[config.mk]
export PLATFORM = sky130hd
export DESIGN_NAME = demux_2_reg
export DESIGN_NICKNAME = d
export VERILOG_FILES = /design/src/rtl/demux_2_reg.sv
export SDC_FILE = /design/constraint.sdc
export NUM_CORES = 1
export LEC_CHECK = 0
export BUFFER_PORTS_ARGS = -buffer_cell sky130_fd_sc_hd__buf_2
export CORE_ASPECT_RATIO = 1.4
export CORE_UTILIZATION = 43
export CTS_BUF_LIST = sky130_fd_sc_hd__clkbuf_16
export CTS_CLUSTER_DIAMETER = 120
export DETAILED_ROUTE_END_ITERATION = 16
export GPL_ROUTABILITY_DRIVEN = 0
export GPL_TIMING_DRIVEN = 0
export PLACE_DENSITY = 0.73
export SYNTH_ARGS = -nofsm -noshare
export SYNTH_HDL_FRONTEND = slang
export SYNTH_SLANG_ARGS = --single-unit
export TNS_END_PERCENT = 100
[constraint.sdc]
create_clock -name clk -period 1.2 [get_ports clk]
set_input_delay 0.06 -clock clk [delete_from_list [all_inputs] [get_ports clk]]
set_output_delay 0.06 -clock clk [all_outputs]
set_load 0.02 [all_outputs]
[src/rtl/demux_2_reg.sv]
// demux_2_reg: registered 1-to-2 stream demultiplexer.
// Each accepted input word goes to output slot A or B according to in_sel.
// Every output owns a one-entry holding register, so a stall on one side
// never blocks words headed for the other side.
module demux_2_reg #(
  parameter int number = 8,
  parameter int CNT_W  = 8
) (
  input  logic              clk,
  input  logic              rst_n,
  input  logic [number-1:0] in_data,
  input  logic              in_sel,
  input  logic              in_valid,
  output logic              in_ready,
  output logic [number-1:0] out_a_data,
  output logic              out_a_valid,
  input  logic              out_a_ready,
  output logic [number-1:0] out_b_data,
  output logic              out_b_valid,
  input  logic              out_b_ready,
  output logic [CNT_W-1:0]  cnt_a,
  output logic [CNT_W-1:0]  cnt_b
);

  // Slot state: EMPTY when the valid flag is low, FULL when it is high.
  logic              vld_a_p1;
  logic              vld_b_p1;
  logic [number-1:0] data_a_p1;
  logic [number-1:0] data_b_p1;
  logic [CNT_W-1:0]  count_a;
  logic [CNT_W-1:0]  count_b;

  // Handshake and steering terms.
  logic room_a;
  logic room_b;
  logic in_fire;
  logic load_a;
  logic load_b;
  logic fire_a;
  logic fire_b;

  // Transfer counters roll over silently at 2^CNT_W.
  function automatic logic [CNT_W-1:0] wrap_inc(input logic [CNT_W-1:0] value);
    wrap_inc = value + CNT_W'(1);
  endfunction

  // A slot can take a word when it is empty or is being drained this cycle;
  // in_ready looks only at the selected slot, never at in_valid.
  always_comb begin
    room_a   = !vld_a_p1 | out_a_ready;
    room_b   = !vld_b_p1 | out_b_ready;
    in_ready = in_sel ? room_b : room_a;
    in_fire  = in_valid & in_ready;
    load_a   = in_fire & !in_sel;
    load_b   = in_fire &  in_sel;
    fire_a   = vld_a_p1 & out_a_ready;
    fire_b   = vld_b_p1 & out_b_ready;
  end

  // ---- stage p1: slot A holding register ----
  // Valid stays set on load, or while the held word is not yet taken.
  always_ff @(posedge clk or negedge rst_n) begin
    if (!rst_n) begin
      vld_a_p1  <= 1'b0;
      data_a_p1 <= '0;
    end else begin
      vld_a_p1 <= load_a | (vld_a_p1 & !out_a_ready);
      if (load_a) begin
        data_a_p1 <= in_data;
      end
    end
  end

  // ---- stage p1: slot B holding register ----
  // Mirror of slot A, driven by the B-side load and ready.
  always_ff @(posedge clk or negedge rst_n) begin
    if (!rst_n) begin
      vld_b_p1  <= 1'b0;
      data_b_p1 <= '0;
    end else begin
      vld_b_p1 <= load_b | (vld_b_p1 & !out_b_ready);
      if (load_b) begin
        data_b_p1 <= in_data;
      end
    end
  end

  // Count completed output handshakes; both sides may step in one cycle.
  always_ff @(posedge clk or negedge rst_n) begin
    if (!rst_n) begin
      count_a <= '0;
      count_b <= '0;
    end else begin
      if (fire_a) begin
        count_a <= wrap_inc(count_a);
      end
      if (fire_b) begin
        count_b <= wrap_inc(count_b);
      end
    end
  end

  assign out_a_data  = data_a_p1;
  assign out_a_valid = vld_a_p1;
  assign out_b_data  = data_b_p1;
  assign out_b_valid = vld_b_p1;
  assign cnt_a       = count_a;
  assign cnt_b       = count_b;

endmodule

==> metrics.md <==
| Metric | Value |
|---|---|
| Clock Tree Buf Depth | 2 |
| CTS clock-pin slew for the worst setup and hold paths | 50 ps |
| Vias | 1016 |
| Total clock buffers created by CTS | 5 |
| IR Drop Worst-Case VDD | 0.00138 V |
| Critical path data arrival time | 1470 ps |
| Area taken by flip-flops and latches | 856 um2 |
| Clock network fraction of total power | 28.6% |
| Half-perimeter wire length of the detailed placement result | 1.90 mm |
| Clock net sink count | 34 |
| Average cell area after synthesis | 13.5 um2 |
| Proportion of power drawn by combinational gates | 30.1% |
| Critical path class | reg -> reg |
| DRT antenna net count | 0 |
| Antenna violations before repair | 0 |
| Fraction of layout cells with a size suffix above 1 | 55.6% |
| Horizontal die dimension | 49.9 um |
| Insertion delay of the later-clocked pin in the worst-skew pair | 270 ps |
| Total of flip-flops plus latches after synthesis | 34 |
| Die Area | 3440 um2 |
| Required time at the worst-slack endpoint | 1360 ps |
| Sum of negative setup slack | -1200 ps |
| Cell Area, Synth | 1380 um2 |
| Number of antenna cells inserted | 0 |
| Power Internal | 2.73 mW |
| Fraction of post-synthesis cell area in the top cell type by area | 61.7% |
| Remaining max-slew budget at the tightest pin | 51.1% |
| Category of the worst setup path launch point | flip-flop |
| Max-slew violation count | 0 |
| Worst Setup Slack post-DPL | -272 ps |
| Worst reg2reg setup slack | -110 ps |
| Synth warn | 0 |
| Min setup slack post-route | -111 ps |
| Number of maximum-capacitance violations | 0 |
| Global routing's busiest layer | met2 |
| GR Layer Usage met3 | 6.62% |
| Post-layout power | 4.15 mW |
| Sequential fraction of design power | 41.3% |
| Iteration count of the initial detailed-routing pass | 4 |
| Count of endpoints failing hold in the final timing report | 0 |
| Switching power share of the total | 34.3% |
| Final core area utilization | 64.2% |
| Overall global routing resource usage | 18.6% |
| Core area | 3090 um2 |
| Power spent charging and discharging nets | 1.42 mW |
| Num ports | 49 |
| Vias in the first global route | 1054 |
| Status | complete, but fails checks |
| Static leakage | 1.02 nW |
| DP Cell Count | 189 |
| Post-layout nets | 177 |
| Synth unique cells | 17 |
| Fin crit period | 1310 ps |
| Area used by multi-input combinational logic | 634 um2 |
| Slew at the pin closest to its max-slew limit | 734 ps |
| Count of mapped cells out of synthesis | 102 |
| Filler Cells Inserted | 247 |
| Pwr Density | 2090 nW/um2 |
| Post-Syn Nets | 118 |
| Post-route insts no fill | 201 |
| Drt wl/cell | 14.4 um |
| DRT iter0 DRCs | 24 |
| Unrepaired setup endpoints after global routing | true |
| Met1 Usage GRT | 22.7% |
| Share of the cycle needed by the critical path after routing | 109% |
| # setup viols final | 17 |
| Sequential element share of the synthesized area | 61.7% |
| Maximum number of pins on one net before global-route repair | 35 |
| Overall routed net length | 2.90 mm |
| Fmax | 763 MHz |
| Floorplan die height | 69 um |
| Wire length of the first global-routing pass | 4.77 mm |
| Synth top area cells | sky130_fd_sc_hd__dfrtp_1, sky130_fd_sc_hd__mux2_2, sky130_fd_sc_hd__xor2_1, sky130_fd_sc_hd__nand2_1, sky130_fd_sc_hd__xnor2_1 |
| Count of input and output buffers | 48 |
| GR met2 Demand/Resource | 27.3% |
| Largest area contributor in the netlist | sky130_fd_sc_hd__dfrtp_1 |
| Grt total ovfl | 0 |
| Master cell of the clock root buffer | sky130_fd_sc_hd__clkbuf_16 |
| Count of H-tree levels built during CTS | 2 |
| Residual DRC | 0 |
| Clock tree skew after final layout | 3.32 ps |
| Area growth from synthesis to layout | 44.0% |
| Capturing element type of the critical path | flip-flop |
| Failing checks | setup timing |
| Maximum net fanout on the critical path | 8 |
| Standard-cell rows | 24 |
| TritonCTS clock tree | built |
| Starting utilization of the core area | 44.6% |
| Via-to-Cell Ratio | 5.05 |
| Worst hold path class | in -> reg |
## per-stage QoR
step	hold slack, ps	cell area [um2]
2_1_floorplan	-236	1420
6_report	30.9	1990
3_3_place_gp	150	1710
3_5_place_dp	164	1710
4_1_cts	26.0	1960
5_1_grt	32.1	1990
## cells in the final DEF (no fill, tap or decap), types with 2 or more instances in the layout
| master | count |
|---|---|
| sky130_fd_sc_hd__buf_2 | 47 |
| sky130_fd_sc_hd__buf_4 | 2 |
| sky130_fd_sc_hd__clkbuf_16 | 5 |
| sky130_fd_sc_hd__clkinv_1 | 3 |
| sky130_fd_sc_hd__dfrtp_1 | 30 |
| sky130_fd_sc_hd__dfrtp_2 | 4 |
| sky130_fd_sc_hd__ha_1 | 2 |
| sky130_fd_sc_hd__mux2_2 | 3 |
| sky130_fd_sc_hd__mux2_4 | 16 |
| sky130_fd_sc_hd__nand2_1 | 11 |
| sky130_fd_sc_hd__nand2b_4 | 2 |
| sky130_fd_sc_hd__nand3_1 | 3 |
| sky130_fd_sc_hd__nor2_1 | 4 |
| sky130_fd_sc_hd__nor3_1 | 2 |
| sky130_fd_sc_hd__nor3_2 | 2 |
| sky130_fd_sc_hd__nor4_2 | 2 |
| sky130_fd_sc_hd__xnor2_1 | 4 |
| sky130_fd_sc_hd__xor2_1 | 10 |
## synthesized netlist by cell type, drive strengths merged
| cell type | count |
|---|---|
| nor4 | 2 |
| nor2b | 1 |
| xor2 | 10 |
| ha | 2 |
| nand2b | 2 |
| nor3 | 4 |
| nand2 | 12 |
| nor3b | 1 |
| dfrtp | 34 |
| o21ai | 1 |
| xnor2 | 4 |
| buf | 1 |
| nor2 | 4 |
| nand3 | 4 |
| inv | 1 |
| mux2 | 19 |
## flip-flops by register name, summed over array words and instances, names as in the netlist
signal and count:
cnt_b 8, cnt_a 8, out_b_valid 1, out_a_data 8, out_a_valid 1, out_b_data 8
## worst max-delay path, cell delays in order (launching register included)
cell	delay, ps
sky130_fd_sc_hd__dfrtp_2	430
sky130_fd_sc_hd__nand2b_4	80
sky130_fd_sc_hd__nor3b_4	210
sky130_fd_sc_hd__buf_12	170
sky130_fd_sc_hd__mux2_4	300
## cells by family (layout without fill, tap and decap cells)
logic type	after synthesis	in the layout	synth area share, %
DFF	34	34	61.7
and+or+nand+nor	30	30	11.1
muxes	19	19	15.5
xor gates and xnor gates	14	14	8.89
adders and majority gates	2	2	1.81
buffers and inverters	2	62	0.635
AOI/OAI and AO/OA	1	1	0.363
## final cells by class
type / count / share of cell area [%]
well taps: 39 / 2.46
multi-input cells: 66 / 31.9
clock inverters: 3 / 0.567
flip-flops and latches: 34 / 43.1
plain buffers: 1 / 0.756
clock buffers: 5 / 6.30
repair buffers: 52 / 14.7
inverters: 1 / 0.189
## repair_timing
item | CTS | global route
resized for setup | 19 | 4
hold buffers | 1 | 0
cloned | 0 | 0
pin swaps | 1 | 2
endpoints found under the hold margin | 34 | 0
endpoints found under the setup margin | 18 | 21
setup buffers | 3 | 0
## power groups by stage
stage | combinational [mW] | sequential, mW | clock (mW)
2_1_floorplan | 0.400 | 2.04 | 0
3_3_place_gp | 1.13 | 1.70 | 0
3_5_place_dp | 1.16 | 1.72 | 0
4_1_cts | 1.24 | 1.71 | 1.21
5_1_grt | 1.33 | 1.76 | 1.26
6_report | 1.25 | 1.71 | 1.19
## worst paths after layout
path                             startpoint            end  cells past startpoint
worst max-delay path            out_a_valid  out_a_data[1]                      4
worst min-delay path             in_data[3]  out_b_data[3]                      2
worst max register to register  out_a_valid  out_a_data[1]                      4
worst min register to register     cnt_a[7]       cnt_a[7]                      1
max in group asynchronous             rst_n       cnt_b[0]                      2
min in group asynchronous             rst_n  out_a_data[4]                      2
## layer usage
layer	wire length (um)	up-vias
met5	0	-
met4	80	0
met3	179	9
met2	1410	45
met1	1240	499
li1	-	463
Note: power is estimated with default switching activity, not from simulation.
